**src/rtl/div_sched_pkg.sv**
```systemverilog
// div_sched_pkg: shared types and helpers for the divider scheduler.
// Optional feature macro: DIV_SCHED_ZERO_FLAG_EN adds a divide-by-zero bit
// to each tag FIFO entry.

package div_sched_pkg;

  // Widest tag ever needed (NUM_REQ is at most 8).
  localparam int TAG_W_MAX = 3;

  // Ceiling log2; returns 0 for n <= 1.
  function automatic int clog2(input int n);
    int w;
    w = 0;
    for (int i = 0; i < 31; i++) begin
      if ((1 << i) < n) w = i + 1;
    end
    return w;
  endfunction

  // Tag width for a given requester count; never narrower than one bit.
  function automatic int tag_width(input int num_req);
    return (num_req <= 2) ? 1 : clog2(num_req);
  endfunction

  // Round-robin pointer after a grant to requester k.
  function automatic int rr_next(input int k, input int num_req);
    return (k >= num_req - 1) ? 0 : k + 1;
  endfunction

  // One in-flight division: who issued it and, optionally, whether the
  // divisor was zero at issue time.
  typedef struct packed {
    logic [TAG_W_MAX-1:0] tag;
`ifdef DIV_SCHED_ZERO_FLAG_EN
    logic                 div_zero;
`endif
  } tag_entry_t;

endpackage

```
**src/rtl/div_tag_fifo.sv**
```systemverilog
// div_tag_fifo: in-order tag FIFO recording which requester owns each
// division in flight. Pointers carry an extra wrap bit so full and empty
// are distinguishable without a separate counter.

import div_sched_pkg::*;

module div_tag_fifo #(
  parameter int DEPTH = 4,
  parameter int WIDTH = 3
) (
  input  logic                   i_clock,
  input  logic                   i_reset,
  input  logic                   i_push,
  input  logic [WIDTH-1:0]       i_push_data,
  input  logic                   i_pop,
  output logic [WIDTH-1:0]       o_pop_data,
  output logic                   o_full,
  output logic                   o_empty,
  output logic [clog2(DEPTH):0]  o_count
);

  localparam int AW = clog2(DEPTH);

  logic [AW:0]      r_wr_ptr;
  logic [AW:0]      r_rd_ptr;
  logic [WIDTH-1:0] r_mem [DEPTH];
  logic             w_push_ok;
  logic             w_pop_ok;

  assign o_empty   = (r_wr_ptr == r_rd_ptr);
  assign o_full    = (r_wr_ptr[AW] != r_rd_ptr[AW]) &&
                     (r_wr_ptr[AW-1:0] == r_rd_ptr[AW-1:0]);
  assign o_count   = r_wr_ptr - r_rd_ptr;
  assign w_push_ok = i_push && !o_full;
  assign w_pop_ok  = i_pop && !o_empty;
  assign o_pop_data = r_mem[r_rd_ptr[AW-1:0]];

  // Advance read/write pointers; reset discards every stored tag.
  always_ff @(posedge i_clock) begin
    if (i_reset) begin
      r_wr_ptr <= '0;
      r_rd_ptr <= '0;
    end else begin
      if (w_push_ok) r_wr_ptr <= r_wr_ptr + 1'b1;
      if (w_pop_ok)  r_rd_ptr <= r_rd_ptr + 1'b1;
    end
  end

  // Storage needs no reset: an entry is only read after it has been written.
  always_ff @(posedge i_clock) begin
    if (w_push_ok) r_mem[r_wr_ptr[AW-1:0]] <= i_push_data;
  end

endmodule

```
**src/rtl/div_scheduler.sv**
```systemverilog
// div_scheduler: shares one pipelined divider between NUM_REQ requesters.
// Round-robin grant, one registered issue per cycle, in-order tag FIFO to
// route each returning result to its requester.
// Optional feature macro: DIV_SCHED_ZERO_FLAG_EN adds o_resp_div_zero.

import div_sched_pkg::*;

module div_scheduler #(
  parameter int DATA_SIZE       = 10,
  parameter int REMAINDER_SIZE  = 8,
  parameter int NUM_REQ         = 4,
  parameter int MAX_OUTSTANDING = 4
) (
  input  logic                           i_clock,
  input  logic                           i_reset,
  input  logic [NUM_REQ-1:0]             i_req_valid,
  input  logic [NUM_REQ*DATA_SIZE-1:0]   i_req_dividend,
  input  logic [NUM_REQ*DATA_SIZE-1:0]   i_req_divisor,
  output logic [NUM_REQ-1:0]             o_req_ready,
  output logic                           o_div_start,
  output logic [DATA_SIZE-1:0]           o_div_dividend,
  output logic [DATA_SIZE-1:0]           o_div_divisor,
  input  logic                           i_div_valid,
  input  logic [DATA_SIZE-1:0]           i_div_quotient,
  input  logic [REMAINDER_SIZE-1:0]      i_div_remainder,
  output logic [NUM_REQ-1:0]             o_resp_valid,
  output logic [DATA_SIZE-1:0]           o_resp_quotient,
  output logic [REMAINDER_SIZE-1:0]      o_resp_remainder,
  output logic                           o_busy,
  output logic                           o_orphan_err
`ifdef DIV_SCHED_ZERO_FLAG_EN
  ,
  output logic                           o_resp_div_zero
`endif
);

  localparam int TAG_W = tag_width(NUM_REQ);
  localparam int CNT_W = clog2(MAX_OUTSTANDING) + 1;

  logic [TAG_W-1:0]          r_rr_ptr;
  logic [TAG_W-1:0]          w_grant_idx;
  logic                      w_grant_found;
  logic                      w_can_issue;
  logic                      w_handshake;
  logic [NUM_REQ-1:0]        w_ready;
  logic [DATA_SIZE-1:0]      w_sel_dividend;
  logic [DATA_SIZE-1:0]      w_sel_divisor;
  logic [CNT_W-1:0]          w_inflight;

  logic                      r_div_start;
  logic [DATA_SIZE-1:0]      r_div_dividend;
  logic [DATA_SIZE-1:0]      r_div_divisor;
  tag_entry_t                r_issue_entry;

  tag_entry_t                w_head_entry;
  logic                      w_fifo_full;
  logic                      w_fifo_empty;
  logic [CNT_W-1:0]          w_fifo_count;
  logic                      w_pop;
  logic [NUM_REQ-1:0]        w_resp_onehot;

  logic [NUM_REQ-1:0]        r_resp_valid;
  logic [DATA_SIZE-1:0]      r_resp_quotient;
  logic [REMAINDER_SIZE-1:0] r_resp_remainder;
  logic                      r_orphan_err;
`ifdef DIV_SCHED_ZERO_FLAG_EN
  logic                      r_resp_div_zero;
`endif

  // A registered-but-not-yet-pushed issue still occupies a FIFO slot.
  assign w_inflight  = w_fifo_count + CNT_W'(r_div_start);
  assign w_can_issue = !i_reset && !w_fifo_full &&
                       (w_inflight < CNT_W'(MAX_OUTSTANDING));
  assign w_handshake = w_can_issue && w_grant_found;

  // Search upward from the round-robin pointer for the first valid request.
  always_comb begin
    int j;
    j             = 0;
    w_grant_found = 1'b0;
    w_grant_idx   = '0;
    for (int i = 0; i < NUM_REQ; i++) begin
      j = int'(r_rr_ptr) + i;
      if (j >= NUM_REQ) j = j - NUM_REQ;
      if (!w_grant_found && i_req_valid[TAG_W'(j)]) begin
        w_grant_found = 1'b1;
        w_grant_idx   = TAG_W'(j);
      end
    end
  end

  // One-hot ready for the winning requester only.
  always_comb begin
    w_ready = '0;
    if (w_handshake) w_ready[w_grant_idx] = 1'b1;
  end

  assign o_req_ready    = w_ready;
  assign w_sel_dividend = i_req_dividend[w_grant_idx*DATA_SIZE +: DATA_SIZE];
  assign w_sel_divisor  = i_req_divisor[w_grant_idx*DATA_SIZE +: DATA_SIZE];

  // Register the granted operands and tag; start pulses on the next cycle.
  always_ff @(posedge i_clock) begin
    if (i_reset) begin
      r_div_start    <= 1'b0;
      r_div_dividend <= '0;
      r_div_divisor  <= '0;
      r_issue_entry  <= '0;
      r_rr_ptr       <= '0;
    end else begin
      r_div_start <= w_handshake;
      if (w_handshake) begin
        r_div_dividend         <= w_sel_dividend;
        r_div_divisor          <= w_sel_divisor;
        r_issue_entry.tag      <= TAG_W_MAX'(w_grant_idx);
`ifdef DIV_SCHED_ZERO_FLAG_EN
        r_issue_entry.div_zero <= (w_sel_divisor == '0);
`endif
        r_rr_ptr               <= TAG_W'(rr_next(int'(w_grant_idx), NUM_REQ));
      end
    end
  end

  assign o_div_start    = r_div_start;
  assign o_div_dividend = r_div_dividend;
  assign o_div_divisor  = r_div_divisor;

  // The tag is pushed in the same cycle the divider sees start.
  div_tag_fifo #(
    .DEPTH (MAX_OUTSTANDING),
    .WIDTH ($bits(tag_entry_t))
  ) u_tag_fifo (
    .i_clock     (i_clock),
    .i_reset     (i_reset),
    .i_push      (r_div_start),
    .i_push_data (r_issue_entry),
    .i_pop       (w_pop),
    .o_pop_data  (w_head_entry),
    .o_full      (w_fifo_full),
    .o_empty     (w_fifo_empty),
    .o_count     (w_fifo_count)
  );

  assign w_pop  = i_div_valid && !w_fifo_empty;
  assign o_busy = !w_fifo_empty;

  // Decode the head tag into the requester's response strobe.
  always_comb begin
    w_resp_onehot = '0;
    for (int k = 0; k < NUM_REQ; k++) begin
      w_resp_onehot[k] = (w_head_entry.tag == TAG_W_MAX'(k));
    end
  end

  // Register the returning result toward its owner; flag results with no owner.
  always_ff @(posedge i_clock) begin
    if (i_reset) begin
      r_resp_valid     <= '0;
      r_resp_quotient  <= '0;
      r_resp_remainder <= '0;
      r_orphan_err     <= 1'b0;
`ifdef DIV_SCHED_ZERO_FLAG_EN
      r_resp_div_zero  <= 1'b0;
`endif
    end else begin
      r_resp_valid <= '0;
`ifdef DIV_SCHED_ZERO_FLAG_EN
      r_resp_div_zero <= 1'b0;
`endif
      if (w_pop) begin
        r_resp_valid     <= w_resp_onehot;
        r_resp_quotient  <= i_div_quotient;
        r_resp_remainder <= i_div_remainder;
`ifdef DIV_SCHED_ZERO_FLAG_EN
        r_resp_div_zero  <= w_head_entry.div_zero;
`endif
      end else if (i_div_valid) begin
        r_orphan_err <= 1'b1;
      end
    end
  end

  assign o_resp_valid     = r_resp_valid;
  assign o_resp_quotient  = r_resp_quotient;
  assign o_resp_remainder = r_resp_remainder;
  assign o_orphan_err     = r_orphan_err;
`ifdef DIV_SCHED_ZERO_FLAG_EN
  assign o_resp_div_zero  = r_resp_div_zero;
`endif

endmodule
```
**config.mk**
```make
export PLATFORM = sky130hd
export DESIGN_NAME = div_scheduler
export DESIGN_NICKNAME = d
export VERILOG_FILES = /design/src/rtl/div_sched_pkg.sv /design/src/rtl/div_tag_fifo.sv /design/src/rtl/div_scheduler.sv
export SDC_FILE = /design/constraint.sdc
export NUM_CORES = 1
export LEC_CHECK = 0
export ABC_AREA = 0
export BUFFER_PORTS_ARGS = -buffer_cell sky130_fd_sc_hd__buf_2
export CAP_MARGIN = 20
export CORE_MARGIN = 2
export CORE_UTILIZATION = 47
export CTS_CLUSTER_DIAMETER = 120
export DETAILED_ROUTE_END_ITERATION = 12
export PLACE_DENSITY = 0.8
export SYNTH_ARGS = -nofsm -noshare
export SYNTH_HDL_FRONTEND = slang
export SYNTH_SLANG_ARGS = --single-unit
```
**constraint.sdc**
```tcl
create_clock -name i_clock -period 3.7 [get_ports i_clock]
set_input_delay 0.925 -clock i_clock [delete_from_list [all_inputs] [get_ports i_clock]]
set_output_delay 0.925 -clock i_clock [all_outputs]
set_load 0.1 [all_outputs]
```
Yosys cells after proc, flatten, opt, wreduce, memory -nomap -nowiden
Memories as Yosys holds them, arrays and structs flattened. A register that Yosys moved wholly into a read port is not among the register bits.
Index checks and enable logic that the tools add are counted.

storage, ports and cells
  register bits after elaboration = 54
  memory bits (writable) = 8
  bits of input ports = 105
  output and inout port bits = 49
  word-level logic and storage cells = 98
  memories kept = 1

operators by class
  add/subtract/negate cells = 12
  multipliers = 1
  $lt $le $gt $ge = 12
  eq/ne operators = 6
  shift-type cells = 2
  mux-type cells = 32
  bitwise logic cells = 1
  reductions and logical operators = 20

memories
  memory            words  bits a word  rd ports  clocked after memory_dff  write ports  RTL line            text
  u_tag_fifo.r_mem  4      2            1         1                         1            div_tag_fifo.sv:26  logic [WIDTH-1:0] r_mem [DEPTH];

operators by type and width
  cell                   count
  $shiftx A40 B7 Y10     2
  $mux W2                11
  $lt A2 B4 Y1 const B   4
  $mux W1                15
  $logic_and A1 B1 Y1    11
  $ge A3 B3 Y1 const B   3
  $bmux W1 S2            4
  $sub A2 B1 Y2 const B  4
  $add A2 B2 Y3 const B  2
  $add A3 B1 Y3 const B  2
  $eq A3 B2 Y1 const B   2
  $logic_not A1 Y1       6
  $mul A2 B3 Y5 const B  1
  $mux W4                1
  $add A2 B1 Y3 const B  1
  $add A3 B1 Y3          1
  $eq A3 B1 Y1 const B   1
  $eq A3 B3 Y1           1
  $ge A2 B3 Y1 const B   1
  $logic_not A3 Y1       1
  $lt A2 B3 Y1 const B   1
  $lt A3 B3 Y1 const B   1
  $sub A3 B3 Y3          1
  $add A2 B1 Y2 const B  1
  other kinds (8)        8

Longest topological paths before layout
  depth in word-level cells = 20
  mapped depth = 12
  depth with buffers taken out = 9

Hierarchy
From an unflattened synthesis, not the netlist that was laid out.

unflattened totals
  cells, all modules = 326
  area total of the unflattened synthesis = 3,214.3 um^2

modules (own cells, without submodules)
  module         times used  cells an instance  area an instance (um^2)  sequential area each (um^2)
  div_scheduler  1           244                2,185.8                  960.9
  div_tag_fifo   1           82                 1,028.5                  520.5

Worst setup path after synthesis
OpenSTA, ideal clock, no wires.

  kind = reg-to-output
  start = reg u_tag_fifo.r_rd_ptr[1]
  end = out o_req_ready[0]
  arrival time = 4,402 ps
  required time = 2,775 ps
  setup slack = -1,627 ps
  cell stages (with the launch flop) = 10
  path buffers = 1
  cells stage by stage = dfxtp_1 inv_1 ha_1 ha_1 and3b_1 or3_4 a2111oi_4 or2_1 buf_4 nor3b_1

between the ends
  longest elaborated chain between the ends = 7
  elaborated cells on any way between the ends = 10
  classes of those cells = add/sub: 2; order compare: 1; eq/ne: 1; mux: 1; reduce/logical: 5

ends and longest elaborated chain
  what                                                                   RTL line             text
  start, declared                                                        div_tag_fifo.sv:25   logic [AW:0] r_rd_ptr;
  start signal, assigned                                                 div_tag_fifo.sv:45   if (w_pop_ok) r_rd_ptr <= r_rd_ptr + 1'b1;
  parallel branches: the longest is 4 deep, another holds $sub A3 B3 Y3  -
  $logic_and A1 B1 Y1 (*)                                                div_scheduler.sv:72  assign w_can_issue = !i_reset && !w_fifo_full &&
  $logic_and A1 B1 Y1 (*)                                                div_scheduler.sv:74  assign w_handshake = w_can_issue && w_grant_found;
  $mux W4 (*)                                                            div_scheduler.sv:95  if (w_handshake) w_ready[w_grant_idx] = 1'b1;
  end, declared                                                          div_scheduler.sv:19  output logic [NUM_REQ-1:0] o_req_ready,

Mark *: on every way between the ends.

Worst setup path in the final report
Ends and elaborated chain as after synthesis.

==> impl_metrics.csv <==
group,metric,value,unit
sta,clock-skew-final,0.00993,ns
worst_setup_path,worst_path_max_delay_cell,"or3_4",
drt,drt_first_iter_violations,108,
clocking,cts.sink_count,64,
placement,hpwlAfterDp,6950,µm
global_routing,vias_in_the_first_global_route,3152,
clocking,cts_tree,"done",
worst_setup_path,crit_path_end_kind,"output port",
clocking,clk-insertion-delay-late,0.34,ns
min_path,hp-class,"flip-flop to flip-flop",
floorplan,fp.dieW,89.1,µm
floorplan,die-height,89.1,µm
drt,drcViolationCount,0,
cells_and_area,nFillCells,647,
drt,routed_wl,9590,µm
sta,max-slew-margin-rel,51.6,%
logic_synthesis,synth_cell_types,38,
logic_synthesis,syn_inst_count,363,
logic_synthesis,synth_area_per_cell,9.37,µm²
sta,finalCritPeriodShare,98.6,%
outcome,status,"complete, no violations",
logic_synthesis,ys.warnings.count,0,
clocking,clk_path_buf_depth,2,
power_and_ir_drop,power_leakage,2.17,nW
drt,firstDrtPassIters,4,
clocking,clk_transition_reported_paths,0.08,ns
clocking,root_buffer,"clkbuf_8",
global_routing,grt_overflow_total,0,
worst_setup_path,crit_path_max_fanout,6,
logic_synthesis,synth.top_cells.by_area,"dfxtp_1, a211o_1, and3_1",
floorplan,initial_core_util,47.7,%
worst_setup_path,worst_ep_arrival_time,2.72,ns
sta,setup_viol_count_final,0,
worst_setup_path,cp.required,2.77,ns
clocking,tritoncts.num_buffers,9,
floorplan,boundaryPins,154,
worst_setup_path,worst_path_largest_cell_delay,0.35,ns
logic_synthesis,synthesis.area,3400,µm²
cells_and_area,finalNetCount,623,
sta,worst_pin_slew,0.721,ns
sta,max_freq,0.274,GHz
cells_and_area,layout_overhead_on_the_synthesized_area,34.0,%
logic_synthesis,netlist.area_leader.share,33.0,%
global_routing,gr-usage-all-layers,23.9,%
clocking,htree_num_levels,3,
logic_synthesis,netlist.top_cell.by_area,"dfxtp_1",
floorplan,design.die.area,7930,µm²
power_and_ir_drop,ir_worst_vdd,0.000606,V
clocking,count_of_hold_buffers_inserted_by_post_cts_repair,0,
global_routing,antenna_found_initial,0,
drt,detailroute.via_count,3351,
global_routing,largest_net_degree_at_the_start_of_global_routing,41,
drt,wire_per_inst,15.7,µm
global_routing,grt_pass1_wl,14500,µm
sta,post-route-min-period,3.65,ns
cells_and_area,final_core_utilization,63.8,%
floorplan,core_region_area,7140,µm²
worst_setup_path,crit_chain,"inv_2 -> ha_4 -> ha_4 -> and3b_1 -> or3_4 -> a2111oi_4 -> or2_4 -> nor3b_4 -> buf_12",
placement,placement.io_buffers,153,
logic_synthesis,synth.ff_latch_count,64,
logic_synthesis,synth_nets,477,
worst_setup_path,critical_path.most_common_cell,"ha_4",
job,max_cap_viol_count,0,
floorplan,core.rowCount,31,
logic_synthesis,seq_area_frac_synth,40.0,%
power_and_ir_drop,power.density_cell_area,992,nW/µm²
worst_setup_path,kind_of_cell_adding_the_most_delay_to_the_critical_path,"simple AND/OR/NAND/NOR gates",
worst_setup_path,nature_of_the_critical_path_startpoint,"flip-flop",
worst_setup_path,critical_path_buf_inv_count,2,
worst_setup_path,crit_type,"flip-flop to output port",
cells_and_area,drive_gt1_share,41.1,%
cells_and_area,num_antenna_cells,0,
drt,route.detailed.vias_per_inst,5.47,
sta,timing.final.max_slew_violations,0,
sta,grt_setup_unrepaired,"true",
sta,hold_violations,0,
sta,final.hold.worst_slack,0.453,ns
placement,placer_congestion,0.911,
drt,antenna_left,0,
==> per-layer routing <==
metal  vias up  GRT usage (%)  part of all wire (%)  wire length [µm]
li1       1628              -                     -                 -
met1      1583           28.7                    40              3800
met2       122           41.5                    53              5050
met3        18           5.54                   5.9               567
met4         0           9.63                   1.9               178
met5         -              0                     0                 0
==> kinds of logic after synthesis <==
| kind of cell | Yosys count | share of synthesized area, % |
|---|---|---|
| fa+ha+maj | 9 | 3.31 |
| flops | 64 | 40.0 |
| xor+xnor | 6 | 1.77 |
| mux | 3 | 1.62 |
| simple gates | 144 | 24.5 |
| buf+inv | 43 | 7.36 |
| compound gates | 94 | 21.4 |
==> synth_stat cells <==
master,count
o21a_1,2
nor4b_1,20
nor3b_1,2
nor4_1,2
or2_1,1
and2_1,5
and3_1,42
mux2i_1,1
buf_2,8
or4b_1,1
and3b_1,1
inv_1,7
o21bai_1,1
nand2_1,44
o21ai_1,3
clkbuf_1,17
nor4_2,1
xnor2_1,4
a21oi_1,21
nor2_1,13
ha_1,9
nand2b_1,4
nor2b_1,4
a31o_1,20
or4_4,1
or3_4,1
a211o_1,41
o21ai_0,5
edfxtp_1,8
nand2_2,1
nor3_1,1
buf_4,1
a2111oi_4,1
xor2_2,1
xor2_1,1
dfxtp_1,56
mux4_2,2
buf_6,10
==> stage by stage <==
step | total power [mW] | worst slack (ns) | instance area, µm² | TNS [ns] | instances
3_5_place_dp | 3.80 | 0.191 | 4260 | 0 | 593
6_report | 4.52 | 0.0533 | 4560 | 0 | 613
2_1_floorplan | 3.33 | -0.167 | 3430 | -0.333 | 363
3_3_place_gp | 3.76 | 0.289 | 4260 | 0 | 593
5_1_grt | 4.74 | -0.0476 | 4560 | -0.0903 | 613
4_1_cts | 4.51 | -0.0299 | 4540 | -0.0554 | 613
==> cell type report <==
class | count | area, µm² | share of cell area, %
clock inverters | 6 | 70.1 | 1.54
multi-input cells | 256 | 1850 | 40.7
flip-flops and latches | 64 | 1370 | 30.1
clock buffers | 10 | 149 | 3.27
repair buffers | 171 | 961 | 21.1
well taps | 99 | 124 | 2.72
inverters | 7 | 26.3 | 0.577
==> sequential cells by signal, summed over array words and instances (netlist names), named ones only <==
| signal | flops |
|---|---|
| o_div_start | 1 |
| o_resp_valid | 4 |
| u_tag_fifo.r_mem | 8 |
| o_resp_quotient | 10 |
| u_tag_fifo.r_wr_ptr | 3 |
| r_rr_ptr | 2 |
| u_tag_fifo.r_rd_ptr | 3 |
| o_div_divisor | 10 |
| o_div_dividend | 10 |
| o_orphan_err | 1 |
| r_issue_entry | 2 |
| o_resp_remainder | 8 |
==> path summary, 6_finish.rpt <==
check                            end                   start  cells after the start  slack, ns
hold reg to reg   o_resp_quotient[1]      o_resp_quotient[1]                      2       0.45
setup / recovery      o_req_ready[0]  u_tag_fifo.r_rd_ptr[1]                      9       0.05
setup reg to reg         r_rr_ptr[0]  u_tag_fifo.r_rd_ptr[1]                      9       1.23
hold / removal    o_resp_quotient[1]      o_resp_quotient[1]                      2       0.45
==> where the power goes <==
group          internal (mW)  total (mW)  switching (mW)
registers              0.943        1.06           0.120
clock network          0.358       0.646           0.288
logic                  0.756        2.81            2.06
total                   2.06        4.52            2.47
==> placed cells by master, fill, tap and decap left out, types with 2 or more instances in the layout <==
cell	n
nor3b_4	2
o21ai_1	4
ha_4	3
inv_6	2
nand2_1	44
o21ai_0	4
buf_2	149
xnor2_1	4
and3_1	41
dfxtp_2	3
ha_1	6
nor4b_1	20
inv_1	4
edfxtp_1	8
inv_2	3
a211o_1	41
nor2_1	13
nor2b_1	4
buf_12	4
mux4_2	2
dfxtp_4	2
nand2b_1	4
o21a_1	2
buf_4	18
nor4_1	2
a21oi_1	21
clkbuf_8	9
a31o_1	20
dfxtp_1	51
and2_1	4
==> what timing repair did <==
action / CTS / global route
setup endpoints to repair: 4 / 4
gates resized for setup: 11 / 2
pin swaps: 6 / 3
endpoints found under the hold margin: 0 / 0
setup buffers: 4 / 0
==> worst reg2reg max path, stage by stage, from the launching register on <==
cell and delay (ns):
dfxtp_2 0.34, inv_2 0.05, ha_4 0.27, ha_4 0.18, and3b_1 0.18, or3_4 0.35
a2111oi_4 0.35, or2_4 0.23, buf_4 0.26, mux2i_1 0.21
(Power assumes the default switching activity.)
